## src/rtl/alu_issue_ctrl.sv

```systemverilog
// alu_issue_ctrl: issue-side controller for the adiabatic ALU.
// Accepts one operation at a time, launches its operands and decoded controls
// on the rising edge of the Bennett instFlag, strobes the operand/result
// latches at the first full-charge plateau, samples the ALU result a fixed
// number of cycles later and returns it over a valid/ready response port.
// The ALU-facing operand and control registers only ever change at a launch,
// because the reversible discharge phase needs those inputs to stay put.

module alu_issue_ctrl #(
    parameter int WIDTH      = 16,
    parameter int CLK_W      = 13,
    parameter int SAMPLE_DLY = 2,
    parameter int TIMEOUT    = 255
) (
    input  logic             clk,
    input  logic             reset,

    input  logic             instFlag,
    input  logic [CLK_W-1:0] clkpos,
    input  logic [CLK_W-1:0] clkneg,

    input  logic             req_valid,
    output logic             req_ready,
    input  logic [2:0]       req_op,
    input  logic [WIDTH-1:0] req_a,
    input  logic [WIDTH-1:0] req_b,
    input  logic [WIDTH-1:0] req_pc,
    input  logic [WIDTH-1:0] req_instr,

    output logic [WIDTH-1:0] a,
    output logic [WIDTH-1:0] b,
    output logic [WIDTH-1:0] PC_in,
    output logic [WIDTH-1:0] instr_in,
    output logic             ALU_Control0,
    output logic             ALU_Control1,
    output logic             A_mux,
    output logic             Adder_Cin,
    output logic             B_mux0,
    output logic             B_mux1,
    output logic             SUB,
    output logic             STL,
    output logic             mux3_0,
    output logic             mux3_1,

    output logic             A_Fclkpos,
    output logic             ALU_O_Fclkpos,

    input  logic [WIDTH-1:0] alu_out,
    input  logic             out_Zero_Detect,

    output logic             rsp_valid,
    input  logic             rsp_ready,
    output logic [WIDTH-1:0] rsp_data,
    output logic             rsp_zero,
    output logic             rsp_err
);

    localparam int         TO_W    = $clog2(TIMEOUT + 1);
    localparam logic [2:0] OP_RSVD = 3'd7;

    typedef enum logic [2:0] {
        IDLE,
        ARMED,
        COMPUTE,
        SAMPLE,
        RESP
    } state_t;

    state_t           state;
    state_t           state_next;

    logic             inst_q;
    logic             launch;
    logic             plateau;

    logic [2:0]       op_q;
    logic [WIDTH-1:0] a_q;
    logic [WIDTH-1:0] b_q;
    logic [WIDTH-1:0] pc_q;
    logic [WIDTH-1:0] instr_q;

    logic [9:0]       ctrl_q;
    logic [TO_W-1:0]  to_cnt;
    logic [3:0]       dly_cnt;

    logic             accept;
    logic             drive_alu;
    logic             strobe_set;
    logic             capture;
    logic             err_set;
    logic             to_inc;
    logic             dly_inc;

    // Control bit order: {C1, C0, A_mux, Adder_Cin, B_mux1, B_mux0, SUB, STL, mux3_1, mux3_0}
    function automatic logic [9:0] decode_op(input logic [2:0] op);
        logic [9:0] c;
        c = '0;
        case (op)
            3'd0:    c = 10'b10_1_0_11_0_0_00;  // ADD
            3'd1:    c = 10'b10_1_1_11_1_0_00;  // SUB
            3'd2:    c = 10'b00_1_0_11_0_0_00;  // AND
            3'd3:    c = 10'b01_1_0_11_0_0_00;  // OR
            3'd4:    c = 10'b10_1_1_11_1_1_00;  // SLT
            3'd5:    c = 10'b10_0_0_01_0_0_00;  // PCADD: PC + instr
            3'd6:    c = 10'b11_0_0_11_0_0_00;  // PASS_B
            default: c = '0;                    // reserved
        endcase
        return c;
    endfunction

    assign launch  = instFlag & ~inst_q;
    assign plateau = (&clkpos) & ~(|clkneg);

    assign req_ready = (state == IDLE);
    assign rsp_valid = (state == RESP);

    assign {ALU_Control1, ALU_Control0, A_mux, Adder_Cin, B_mux1, B_mux0,
            SUB, STL, mux3_1, mux3_0} = ctrl_q;

    // State register plus the instFlag delay used for launch-edge detection
    always_ff @(posedge clk or negedge reset) begin
        if (!reset) begin
            state  <= IDLE;
            inst_q <= 1'b0;
        end else begin
            state  <= state_next;
            inst_q <= instFlag;
        end
    end

    // Next-state logic and the one-cycle action enables for the datapath
    always_comb begin
        state_next = state;
        accept     = 1'b0;
        drive_alu  = 1'b0;
        strobe_set = 1'b0;
        capture    = 1'b0;
        err_set    = 1'b0;
        to_inc     = 1'b0;
        dly_inc    = 1'b0;
        case (state)
            IDLE: begin
                if (req_valid) begin
                    accept     = 1'b1;
                    state_next = ARMED;
                end
            end
            ARMED: begin
                if (launch) begin
                    if (op_q == OP_RSVD) begin
                        err_set    = 1'b1;
                        state_next = RESP;
                    end else begin
                        drive_alu  = 1'b1;
                        state_next = COMPUTE;
                    end
                end
            end
            COMPUTE: begin
                if (plateau) begin
                    strobe_set = 1'b1;
                    state_next = SAMPLE;
                end else if (launch || (to_cnt == TO_W'(TIMEOUT))) begin
                    err_set    = 1'b1;
                    state_next = RESP;
                end else begin
                    to_inc = 1'b1;
                end
            end
            SAMPLE: begin
                if (dly_cnt == 4'(SAMPLE_DLY)) begin
                    capture    = 1'b1;
                    state_next = RESP;
                end else begin
                    dly_inc = 1'b1;
                end
            end
            RESP: begin
                if (rsp_ready) begin
                    state_next = IDLE;
                end
            end
            default: state_next = IDLE;
        endcase
    end

    // Request holding registers, loaded only when a request is accepted
    always_ff @(posedge clk or negedge reset) begin
        if (!reset) begin
            op_q    <= '0;
            a_q     <= '0;
            b_q     <= '0;
            pc_q    <= '0;
            instr_q <= '0;
        end else if (accept) begin
            op_q    <= req_op;
            a_q     <= req_a;
            b_q     <= req_b;
            pc_q    <= req_pc;
            instr_q <= req_instr;
        end
    end

    // ALU operands and controls, updated solely at a valid launch edge
    always_ff @(posedge clk or negedge reset) begin
        if (!reset) begin
            a        <= '0;
            b        <= '0;
            PC_in    <= '0;
            instr_in <= '0;
            ctrl_q   <= '0;
        end else if (drive_alu) begin
            a        <= a_q;
            b        <= b_q;
            PC_in    <= pc_q;
            instr_in <= instr_q;
            ctrl_q   <= decode_op(op_q);
        end
    end

    // Launch-to-plateau timeout and strobe-to-sample delay counters
    always_ff @(posedge clk or negedge reset) begin
        if (!reset) begin
            to_cnt  <= '0;
            dly_cnt <= '0;
        end else begin
            if (drive_alu) begin
                to_cnt <= TO_W'(1);
            end else if (to_inc) begin
                to_cnt <= to_cnt + TO_W'(1);
            end
            if (strobe_set) begin
                dly_cnt <= 4'd1;
            end else if (dly_inc) begin
                dly_cnt <= dly_cnt + 4'd1;
            end
        end
    end

    // Latch strobes: a single registered pulse per operation
    always_ff @(posedge clk or negedge reset) begin
        if (!reset) begin
            A_Fclkpos     <= 1'b0;
            ALU_O_Fclkpos <= 1'b0;
        end else begin
            A_Fclkpos     <= strobe_set;
            ALU_O_Fclkpos <= strobe_set;
        end
    end

    // Response payload, written once per operation and held until the next
    always_ff @(posedge clk or negedge reset) begin
        if (!reset) begin
            rsp_data <= '0;
            rsp_zero <= 1'b0;
            rsp_err  <= 1'b0;
        end else if (capture) begin
            rsp_data <= alu_out;
            rsp_zero <= out_Zero_Detect;
            rsp_err  <= 1'b0;
        end else if (err_set) begin
            rsp_data <= '0;
            rsp_zero <= 1'b0;
            rsp_err  <= 1'b1;
        end
    end

endmodule

```

## config.mk

```make
export PLATFORM = sky130hd
export DESIGN_NAME = alu_issue_ctrl
export DESIGN_NICKNAME = d
export VERILOG_FILES = /design/src/rtl/alu_issue_ctrl.sv
export SDC_FILE = /design/constraint.sdc
export NUM_CORES = 1
export LEC_CHECK = 0
export CAP_MARGIN = 20
export CORE_UTILIZATION = 51
export CTS_CLUSTER_SIZE = 30
export DETAILED_ROUTE_END_ITERATION = 8
export GPL_TIMING_DRIVEN = 0
export PLACE_DENSITY = 0.86
export SLEW_MARGIN = 20
export SYNTH_ARGS = -nofsm -noshare
export SYNTH_HDL_FRONTEND = slang
export SYNTH_SLANG_ARGS = --single-unit
```

## constraint.sdc

```tcl
create_clock -name clk -period 3.9 [get_ports clk]
set_clock_uncertainty 0.05 [all_clocks]
set_input_delay 0.585 -clock clk [delete_from_list [all_inputs] [get_ports clk]]
set_output_delay 0.585 -clock clk [all_outputs]
set_load 0.02 [all_outputs]
```

==> results by group <==
Setup path
  • Setup crit end kind: output pin
  • Crit path required time: 3.26 ns
  • CP Max Fanout: 10
  • Crit start category: flop
  • Max incr delay on CP: 0.68 ns
  • Crit Path Class: flop to output pin
  • Critical Path AT: 1.90 ns
  • R2R depth: 7
  • CP Depth: 3
  • Slowest-stage cell, CP: clkdlybuf4s50_1
  • Dominant delay contributor by cell family on the critical path: buffers and inverters
  • Worst-path cell chain: buf_2 > nor3_1 > clkdlybuf4s50_1
  • WP buf/inv: 2

Placed design
  • Post-DP Area: 9266 sq um
  • DP HPWL: 11.75 mm
  • Routability cong.: 0.8499
  • Placed Cells: 987
  • Number of port buffers: 208
  • Pre-CTS setup slack: 1.261 ns

Job
  • Max-cap check violation count: 0

Cells and area
  • P&R area growth vs syn: 42.26%
  • Fin nets: 948
  • Commonest cells after routing, fill and taps aside: nand2_1, clkdlybuf4s50_1, dfrtp_1
  • Final instance count without filler cells: 1017
  • Filler Cell Count: 928
  • Fraction of layout instances using a drive strength above 1: 15.93%
  • Most common cell after layout, fill and taps aside: nand2_1
  • Finished Cell Area: 9856 sq um
  • Number of antenna repair diodes: 0

Logic synthesis
  • Ys flop type: dfrtp_1
  • Async set-or-reset flop fraction in the synthesized netlist: 100.0%
  • Synth Cell Area: 6928 sq um
  • Synth top area cells: dfrtp_1, nand2_1, mux2_2, a22o_1, buf_2
  • Post-synth EDFFs: 0
  • Sequential element share of the synthesized area: 62.49%
  • Yosys cell types: 44
  • Synthesized area per cell: 11.53 sq um
  • Syn Inst Count: 601
  • Leading area contributor after synthesis: dfrtp_1
  • Synth top area share: 62.49%
  • Syn. warnings: 0
  • Post-synthesis register bit count: 173

Drt
  • Routed len/inst: 15.79 um
  • Post-route DRC: 0
  • Antenna Nets Post-Route: 0
  • Vias per cell: 5.112
  • Iteration-0 DRC count of the detailed router: 245
  • Via count: 5199
  • WL final: 16.06 mm
  • DR pass1 iterations: 4

Clock tree
  • Worst skew pair latency: 0.41 ns
  • Clk slew on worst S/H paths: 0.06 ns
  • Post-CTS sizing: 0
  • Max H-tree Level: 4
  • TritonCTS clock tree: yes
  • # Post-CTS Setup Buffers: 0
  • Max Buffers Root-to-Sink: 2
  • Hold_buf cts: 0
  • CTS Buf Count: 17
  • Clock sink total: 173
  • CTS root buf: clkbuf_16

GRT
  • GRT Util Overall: 24.47%
  • GRT overflow: 0
  • First-pass GRT wire length: 26.83 mm
  • Initial antenna violation count: 0
  • Vias in the first global route: 5516
  • Largest net degree at the start of global routing: 92

Floorplan
  • Row count: 42
  • Core area: 13240 sq um
  • Die H: 118.6 um
  • Die W: 118.6 um
  • Starting Density: 52.31%
  • # IOs: 211
  • Die area: 14050 sq um

STA
  • Final hold slack: 0.09637 ns
  • Sum Neg Setup Slack: 0 ns
  • Final period util: 65.09%
  • Post-layout min period: 2.538 ns
  • Slew Limit Fails: 0
  • Setup ws final: 1.362 ns
  • RSZ-0062 raised after global routing: false
  • Hold Vio Cnt, Final: 0
  • Worst-margin pin slew: 0.6165 ns
  • Relative slew margins: 58.90%
  • Final Setup Violations: 0
  • F_max: 394.0 MHz

Power and ir drop
  • Power Dens Cells: 780.1 nW/um^2
  • Leakage power: 4.572 nW
  • Worst vdd ir: 0.4789 mV

Hold path
  • Worst min path class: input port to asynchronous set/reset pin

Run status
  • Status: finished, final reports clean
layout make-up:
class	instances	area [sq um]	share of cell area, %
plain buffers	35	212.7	2.158
clock buffers	22	474.2	4.811
flip-flops and latches	173	4329	43.93
inverters	4	15.01	0.1523
well taps	176	220.2	2.234
multi-input cells	390	2375	24.10
repair buffers	209	2115	21.45
clock inverters	8	115.1	1.168
path summary, 6_finish.rpt:
path / startpoint / to / slack, ns
setup / recovery: state[2] / req_ready / 1.36
hold / removal: reset / a[11] / 0.1
setup reg to reg: state[2] / instr_q[15] / 1.80
hold reg to reg: b_q[15] / b[15] / 0.41
max in group asynchronous: reset / b[11] / 2.87
min in group clk: b_q[15] / b[15] / 0.41
power breakdown:
| group | switching (mW) | internal, mW | leakage, nW |
|---|---|---|---|
| clock | 0.640 | 1.05 | 0.295 |
| sequential | 0.465 | 2.59 | 2.14 |
| combinational | 1.43 | 1.51 | 2.13 |
| total | 2.54 | 5.15 | 4.57 |
metal layers:
metal  vias up  part of all wire [%]  track usage, %  wire, um
li1       2455                     -               -         -
met3        24                   6.3           6.515      1014
met2       166                    50           42.14      8015
met1      2554                    42           29.13      6674
met5         -                     0               0         0
met4         0                   2.2           9.810       351
metrics by stage:
step / utilization, % / power, mW
detailed placement: 69.97 / 6.043
CTS: 74.42 / 7.751
global placement: 69.73 / 5.892
global route: 74.42 / 8.122
floorplan: - / 4.699
finish: 74.42 / 7.688
Yosys cell counts (2+ instances only):
cell type / n
a22o_1: 17
mux2_2: 67
nand2_1: 211
dfrtp_1: 173
xnor2_1: 2
nand2b_1: 5
buf_2: 17
o21a_1: 2
a21oi_1: 4
xor2_1: 3
and3_1: 9
nor2_1: 8
nand4_1: 4
o211ai_1: 2
inv_1: 4
buf_4: 6
buf_6: 5
ha_1: 3
nand3_1: 5
clkbuf_1: 7
a41o_1: 2
nor2b_1: 2
and2_1: 3
nor4_1: 4
nor3_1: 6
a31o_2: 2
mux2i_1: 8
or3_1: 2
o21ai_0: 2
a31oi_1: 2
kinds of logic (layout without fill, tap and decap cells):
logic type	after synthesis	count (layout)	synth area share, %
AOI/OAI and AO/OA	39	39	4.696
xor gates and xnor gates	5	5	0.6322
adders and majority gates	3	3	0.5419
buffers and inverters	39	278	3.287
DFF	173	173	62.49
muxes	75	75	12.05
other	1	2	0.05413
and+or+nand+nor	266	266	16.25
sequential cells by signal, summed over array words and instances (netlist names), 3 cells and up:
name	cells
PC_in	16
a	16
a_q	16
b	16
b_q	16
ctrl_q	7
dly_cnt	4
instr_in	16
instr_q	16
op_q	3
pc_q	16
rsp_data	16
state	3
to_cnt	8
(Power assumes the default switching activity.)
